### config.mk
export PLATFORM = sky130hd
export DESIGN_NAME = filter_event_ctrl
export DESIGN_NICKNAME = d
export VERILOG_FILES = /design/src/rtl/filter_event_ctrl_pkg.sv /design/src/rtl/filter_event_ctrl_sat_counter.sv /design/src/rtl/filter_event_ctrl.sv
export SDC_FILE = /design/constraint.sdc
export NUM_CORES = 1
export LEC_CHECK = 0
export CAP_MARGIN = 25
export CORE_MARGIN = 5
export CORE_UTILIZATION = 56
export CTS_CLUSTER_DIAMETER = 30
export DETAILED_ROUTE_END_ITERATION = 10
export PLACE_DENSITY = 0.89
export SLEW_MARGIN = 20
export SYNTH_ARGS = -nofsm -noshare
export SYNTH_HDL_FRONTEND = slang
export SYNTH_HIERARCHICAL = 1
export SYNTH_SLANG_ARGS = --single-unit
### constraint.sdc
create_clock -name clk -period 10.41 [get_ports clk]
set_clock_uncertainty 0.15 [all_clocks]
set_input_delay 2.6025 -clock clk [delete_from_list [all_inputs] [get_ports clk]]
set_output_delay 2.6025 -clock clk [all_outputs]
set_load 0.005 [all_outputs]
### src/rtl/filter_event_ctrl_pkg.sv
// Shared types and helpers for the filter event sequencer.
// States, default widths and a saturating increment used by the event counters.
package filter_event_pkg;

    localparam int SIZE_FILTER_DATA = 16;
    localparam int DEF_DATA_W       = SIZE_FILTER_DATA;
    localparam int DEF_TS_W         = 32;

    typedef enum logic [2:0] {
        ST_IDLE,
        ST_ARMED,
        ST_RISE,
        ST_OUTPUT,
        ST_DEAD
    } state_t;

    // Increments value, clamping at the all-ones pattern of a width-bit counter.
    function automatic logic [31:0] sat_inc(input logic [31:0] value, input int width);
        logic [31:0] max_val;
        max_val = (width >= 32) ? '1 : ((32'd1 << width) - 32'd1);
        return (value >= max_val) ? max_val : value + 32'd1;
    endfunction

endpackage

### src/rtl/filter_event_ctrl_sat_counter.sv
// Saturating event counter; clears only on reset, holds at all-ones.
module sat_counter
    import filter_event_pkg::*;
#(
    parameter int CNT_W = 8
) (
    input  logic             clk,
    input  logic             reset,
    input  logic             inc,
    output logic [CNT_W-1:0] cnt
);

    always_ff @(posedge clk) begin
        if (!reset) begin
            cnt <= '0;
        end else if (inc) begin
            cnt <= CNT_W'(sat_inc(32'(cnt), CNT_W));
        end
    end

endmodule

### src/rtl/filter_event_ctrl.sv
// Post-shaper event sequencer: threshold trigger, peak capture, record handshake, dead time.
// Optional pile-up rejection is compiled in with `define PILEUP_REJECT_EN.
module filter_event_ctrl
    import filter_event_pkg::*;
#(
    parameter int DATA_W = SIZE_FILTER_DATA,
    parameter int CNT_W  = 8,
    parameter int TS_W   = DEF_TS_W
) (
    input  logic                     clk,
    input  logic                     reset,
    input  logic signed [DATA_W-1:0] filt_data,
    input  logic                     arm_en,
    input  logic signed [DATA_W-1:0] threshold,
    input  logic        [CNT_W-1:0]  holdoff,
    input  logic        [CNT_W-1:0]  rise_max,
    output logic                     evt_valid,
    input  logic                     evt_ready,
    output logic signed [DATA_W-1:0] evt_amp,
    output logic        [TS_W-1:0]   evt_ts,
    output logic        [CNT_W-1:0]  lost_cnt,
    output logic        [CNT_W-1:0]  pileup_cnt,
    output logic                     busy
);

    state_t                    state, state_next, resume_state;
    logic signed [DATA_W-1:0]  peak;
    logic        [TS_W-1:0]    ts_cnt;
    logic        [CNT_W-1:0]   dead_cnt;
    logic                      prev_above;
    logic                      above, crossing;
    logic                      capture, peak_upd, rec_load, xfer;
    logic                      dead_load, dead_dec, lost_hit, pileup_hit;
    logic                      rise_limit;

    assign above    = filt_data > threshold;
    assign crossing = above && !prev_above;
    assign busy     = !((state == ST_IDLE) || (state == ST_ARMED));

    // Where the sequencer goes once a pulse is finished (recorded or rejected).
    assign resume_state = (holdoff != '0) ? ST_DEAD : (arm_en ? ST_ARMED : ST_IDLE);

`ifdef PILEUP_REJECT_EN
    logic [CNT_W-1:0] rise_cnt;

    assign rise_limit = (rise_max != '0) && (CNT_W'(rise_cnt + 1'b1) == rise_max);

    always_ff @(posedge clk) begin
        if (!reset) begin
            rise_cnt <= '0;
        end else if (capture) begin
            rise_cnt <= '0;
        end else if (peak_upd) begin
            rise_cnt <= rise_cnt + 1'b1;
        end
    end
`else
    logic unused_rise_max;

    assign rise_limit      = 1'b0;
    assign unused_rise_max = ^{rise_max, rise_limit};
`endif

    always_ff @(posedge clk) begin
        if (!reset) begin
            state <= ST_IDLE;
        end else begin
            state <= state_next;
        end
    end

    always_comb begin
        state_next = state;
        capture    = 1'b0;
        peak_upd   = 1'b0;
        rec_load   = 1'b0;
        xfer       = 1'b0;
        dead_load  = 1'b0;
        dead_dec   = 1'b0;
        lost_hit   = 1'b0;
        pileup_hit = 1'b0;
        case (state)
            ST_IDLE: begin
                if (arm_en) state_next = ST_ARMED;
            end
            ST_ARMED: begin
                if (!arm_en) begin
                    state_next = ST_IDLE;
                end else if (above) begin
                    state_next = ST_RISE;
                    capture    = 1'b1;
                end
            end
            ST_RISE: begin
                if (!arm_en) begin
                    state_next = ST_IDLE;
                end else if (filt_data < peak) begin
                    state_next = ST_OUTPUT;
                    rec_load   = 1'b1;
`ifdef PILEUP_REJECT_EN
                end else if (rise_limit) begin
                    state_next = resume_state;
                    dead_load  = (holdoff != '0);
                    pileup_hit = 1'b1;
`endif
                end else begin
                    peak_upd = 1'b1;
                end
            end
            ST_OUTPUT: begin
                // arm_en is deliberately ignored here so a presented record always completes.
                lost_hit = crossing;
                if (evt_valid && evt_ready) begin
                    state_next = resume_state;
                    dead_load  = (holdoff != '0);
                    xfer       = 1'b1;
                end
            end
            ST_DEAD: begin
                if (!arm_en) begin
                    state_next = ST_IDLE;
                end else if (dead_cnt == CNT_W'(1)) begin
                    state_next = ST_ARMED;
                end else begin
                    dead_dec = 1'b1;
                end
            end
            default: state_next = ST_IDLE;
        endcase
    end

    always_ff @(posedge clk) begin
        if (!reset) begin
            ts_cnt     <= '0;
            peak       <= '0;
            prev_above <= 1'b0;
            dead_cnt   <= '0;
            evt_valid  <= 1'b0;
            evt_amp    <= '0;
            evt_ts     <= '0;
        end else begin
            ts_cnt     <= ts_cnt + 1'b1;
            prev_above <= above;
            if (capture) begin
                peak   <= filt_data;
                evt_ts <= ts_cnt;
            end else if (peak_upd) begin
                peak <= filt_data;
            end
            if (rec_load) begin
                evt_amp   <= peak;
                evt_valid <= 1'b1;
            end else if (xfer) begin
                evt_valid <= 1'b0;
            end
            if (dead_load) begin
                dead_cnt <= holdoff;
            end else if (dead_dec) begin
                dead_cnt <= dead_cnt - 1'b1;
            end
        end
    end

    sat_counter #(.CNT_W(CNT_W)) u_lost_cnt (
        .clk   (clk),
        .reset (reset),
        .inc   (lost_hit),
        .cnt   (lost_cnt)
    );

    sat_counter #(.CNT_W(CNT_W)) u_pileup_cnt (
        .clk   (clk),
        .reset (reset),
        .inc   (pileup_hit),
        .cnt   (pileup_cnt)
    );

endmodule

==> run metrics <==
status finished, final reports clean; r2r startpoint peak[15]; worst vdd ir just over 90 µV; compound-gate portion of the synthesized area between 9 and 10%; Pre-Repair DR Iteration Count 7; Setup Fix Bufs, Post-CTS 0; Core ar. ~11000 µm²; Final nets roughly 870; Worst Hold Class flip-flop to flip-flop; initial core utilization 56.5%; Total Neg Setup Slack 0 ns; post-route cell area slightly below 8000 µm²; Pwr per Cell Area approximately 150 nW/µm²; share of layout cells above drive strength 1 between 7 and 8%; Simple-Gate Fraction of Synth Area 21.5%; Pleak 3.15 nW; flop and latch count out of synthesis 125; fin crit period about 5.6 ns; fin cells just over 900; asr flop ratio synth 0%; RePlAce Congestion 0.897; critical path's top delay family compound AO/OA/AOI/OAI gates; initial antenna violation count 0; synth warn 6; H-tree depth 4; critical path buffer and inverter count 3; chip width ~110 µm; most frequent cell after synthesis dfxtp_1; Yosys cell types between 60 and 70; total I/O pin count between 100 and 150; DRC 0; DR vias about 5200; wire length of the first global-routing pass approximately 24000 µm; DRT antenna net count 0; CTS sink count 125; Slowest Stage Delay on Critical Path slightly below 0.6 ns; Hold EP evt_amp[4]; cells after synthesis 667; Required @ worst endpoint around 11 ns; Hold Crit Start evt_amp[4]; Placed Instances 901; Synth area leader dfxtp_1; P&R area growth vs syn 29.6%; critical path class input port to flip-flop; post-layout util about 73%; via/cell ratio approximately 5.6; dpl cell area 7250 µm²; setup slack after layout approximately 4.8 ns; Hold Vio Cnt, Final 0; Post-CTS Resized 0; Clock transition at path regs roughly 0.060 ns; hold path depth 2; Slew Viols, Final 0; xor/xnor share of the synthesized area 4.05%; number of synthesized flops with an enable pin 0; crit path cell chain clkdlybuf4s50_1 > ha_1 > inv_1 > a2111oi_0 > o211ai_1 > o31ai_2 > nor2b_4 > buf_4 > nor2_4 > mux2i_1; dominant register cell in the synthesized netlist dfxtp_1; Setup-failing EPs final 0; drt wl/cell ~15 µm; Core Rows 38; period utilisation layout 53.9%; drt total wl 13900 µm; Worst slew margin a little under half; Synth Area in Adders approximately 7.6%; FMAX about 0.18 GHz; synthesized area around 6000 µm²; number of diodes 0; hold buffers post-CTS 0; hpwl dp approximately 10000 µm; clk_lat worst skew 0.51 ns; largest family of logic cells by synthesized area simple AND/OR/NAND/NOR gates; pre-CTS setup slack approximately 4.3 ns; Critical Path End Type flip-flop; CTS buffer count 17; most frequent cells after synthesis dfxtp_1 (125), nand2_1 (81), nor2_1 (80); largest net degree at the start of global routing between 60 and 70; post-synthesis mux area share 11.3%; max cap viols 0; slowest CP cell nor2_4; CP Launch Type input port; Critical R2R Capture peak[10]; vias in the first global route roughly 5300; Die Y roughly 110 µm; GR Util All Layers about 22%; sequential fraction of the synthesis area roughly two fifths; flop2flop setup slack around 7.5 ns; Mean Syn Cell Area a little over 9 µm²; full die area about 13000 µm²; violation count after the first detailed-routing iteration between 200 and 300; measured slew at the worst slew-check pin about 0.80 ns; CP arrival 5.89 ns; Root Driver clkbuf_8; gr ovfl total 0; clock tree from TritonCTS yes; Reg2Reg Depth 9; count of buffers from port buffering approximately 110; cells taking the most area after synthesis dfxtp_1 (41%), mux2i_1 (11%), ha_1 (7.4%); critical-path maximum fanout 34; RSZ-0062 raised after global routing no; top-area cell type share of the netlist area about two fifths; clk buf depth 2
per-stage QoR:
stage	power [mW]	hold WS, ns
final	1.17	0.313
after floorplan	0.566	0.275
after detailed placement	0.603	0.299
after global routing	1.22	0.341
after CTS	1.18	0.320
after global placement	0.597	0.287
worst max path at each step:
stage	start	to	cells past startpoint	slack, ns
2_1_floorplan	threshold[14]	u_lost_cnt/cnt[5]	10	5.27
3_3_place_gp	filt_data[14]	u_lost_cnt/cnt[5]	10	4.46
3_5_place_dp	filt_data[14]	u_lost_cnt/cnt[5]	10	4.31
4_1_cts	filt_data[14]	u_lost_cnt/cnt[5]	10	4.86
5_1_grt	filt_data[5]	u_lost_cnt/cnt[5]	10	4.54
6_report	filt_data[15]	peak[10]	10	4.80
flip-flops by register name, indices dropped and copies added, names as in the netlist:
register          flops
u_lost_cnt/cnt        8
prev_above            1
evt_ts               32
u_pileup_cnt/cnt      8
state                 3
evt_valid             1
peak                 16
dead_cnt              8
evt_amp              16
ts_cnt               32
cells in the final DEF, fill, tap and decap left out, types with 18 or more instances in the layout:
cell type        synthesis  layout
a21oi_1                 29      29
clkdlybuf4s50_1          0     108
dfxtp_1                125     125
ha_1                    36      36
inv_1                   39      38
mux2i_1                 67      67
nand2_1                 81      81
nand3_1                 24      24
nor2_1                  80      80
xor2_1                  18      18
per-layer routing:
layer	track usage, %	routed length (µm)	vias up
met4	6.49	225	0
met1	27.0	6060	2445
met2	37.7	6820	165
met3	5.89	824	18
met5	0	0	-
li1	-	-	2559
worst reg2reg max path: cells and delay by family, from the launching register on:
family	cells	cell delay, ns
AO/OA/AOI/OAI	1	0.44
adder cells (fa/ha/maj)	1	0.33
buffers and inverters	1	0.05
flip-flops	1	0.33
multiplexers	2	0.47
AND/OR/NAND/NOR	4	1.08
final cells by class:
type | count | area (µm²)
multi-input combinational | 486 | 3310
clock inverter | 13 | 166
clock buffer | 18 | 418
timing repair buffer | 112 | 1120
fill | 759 | 2860
tap | 140 | 175
sequential | 125 | 2500
inverter | 39 | 146
report_power, final:
group	internal [mW]	total [mW]	switching, mW
clock network	0.364	0.578	0.213
registers	0.486	0.493	0.00722
logic	0.0490	0.101	0.0518
total	0.900	1.17	0.272
cell families (layout without fill, tap and decap cells):
logic type                 after synthesis  in the layout
adders and majority gates               37             37
DFF                                    125            125
buffers and inverters                   61            182
muxes                                   68             68
xor gates and xnor gates                28             28
and+or+nand+nor                        263            263
other                                    1              6
AOI/OAI and AO/OA                       84             84
No activity file was read; power rests on OpenSTA's default activity.
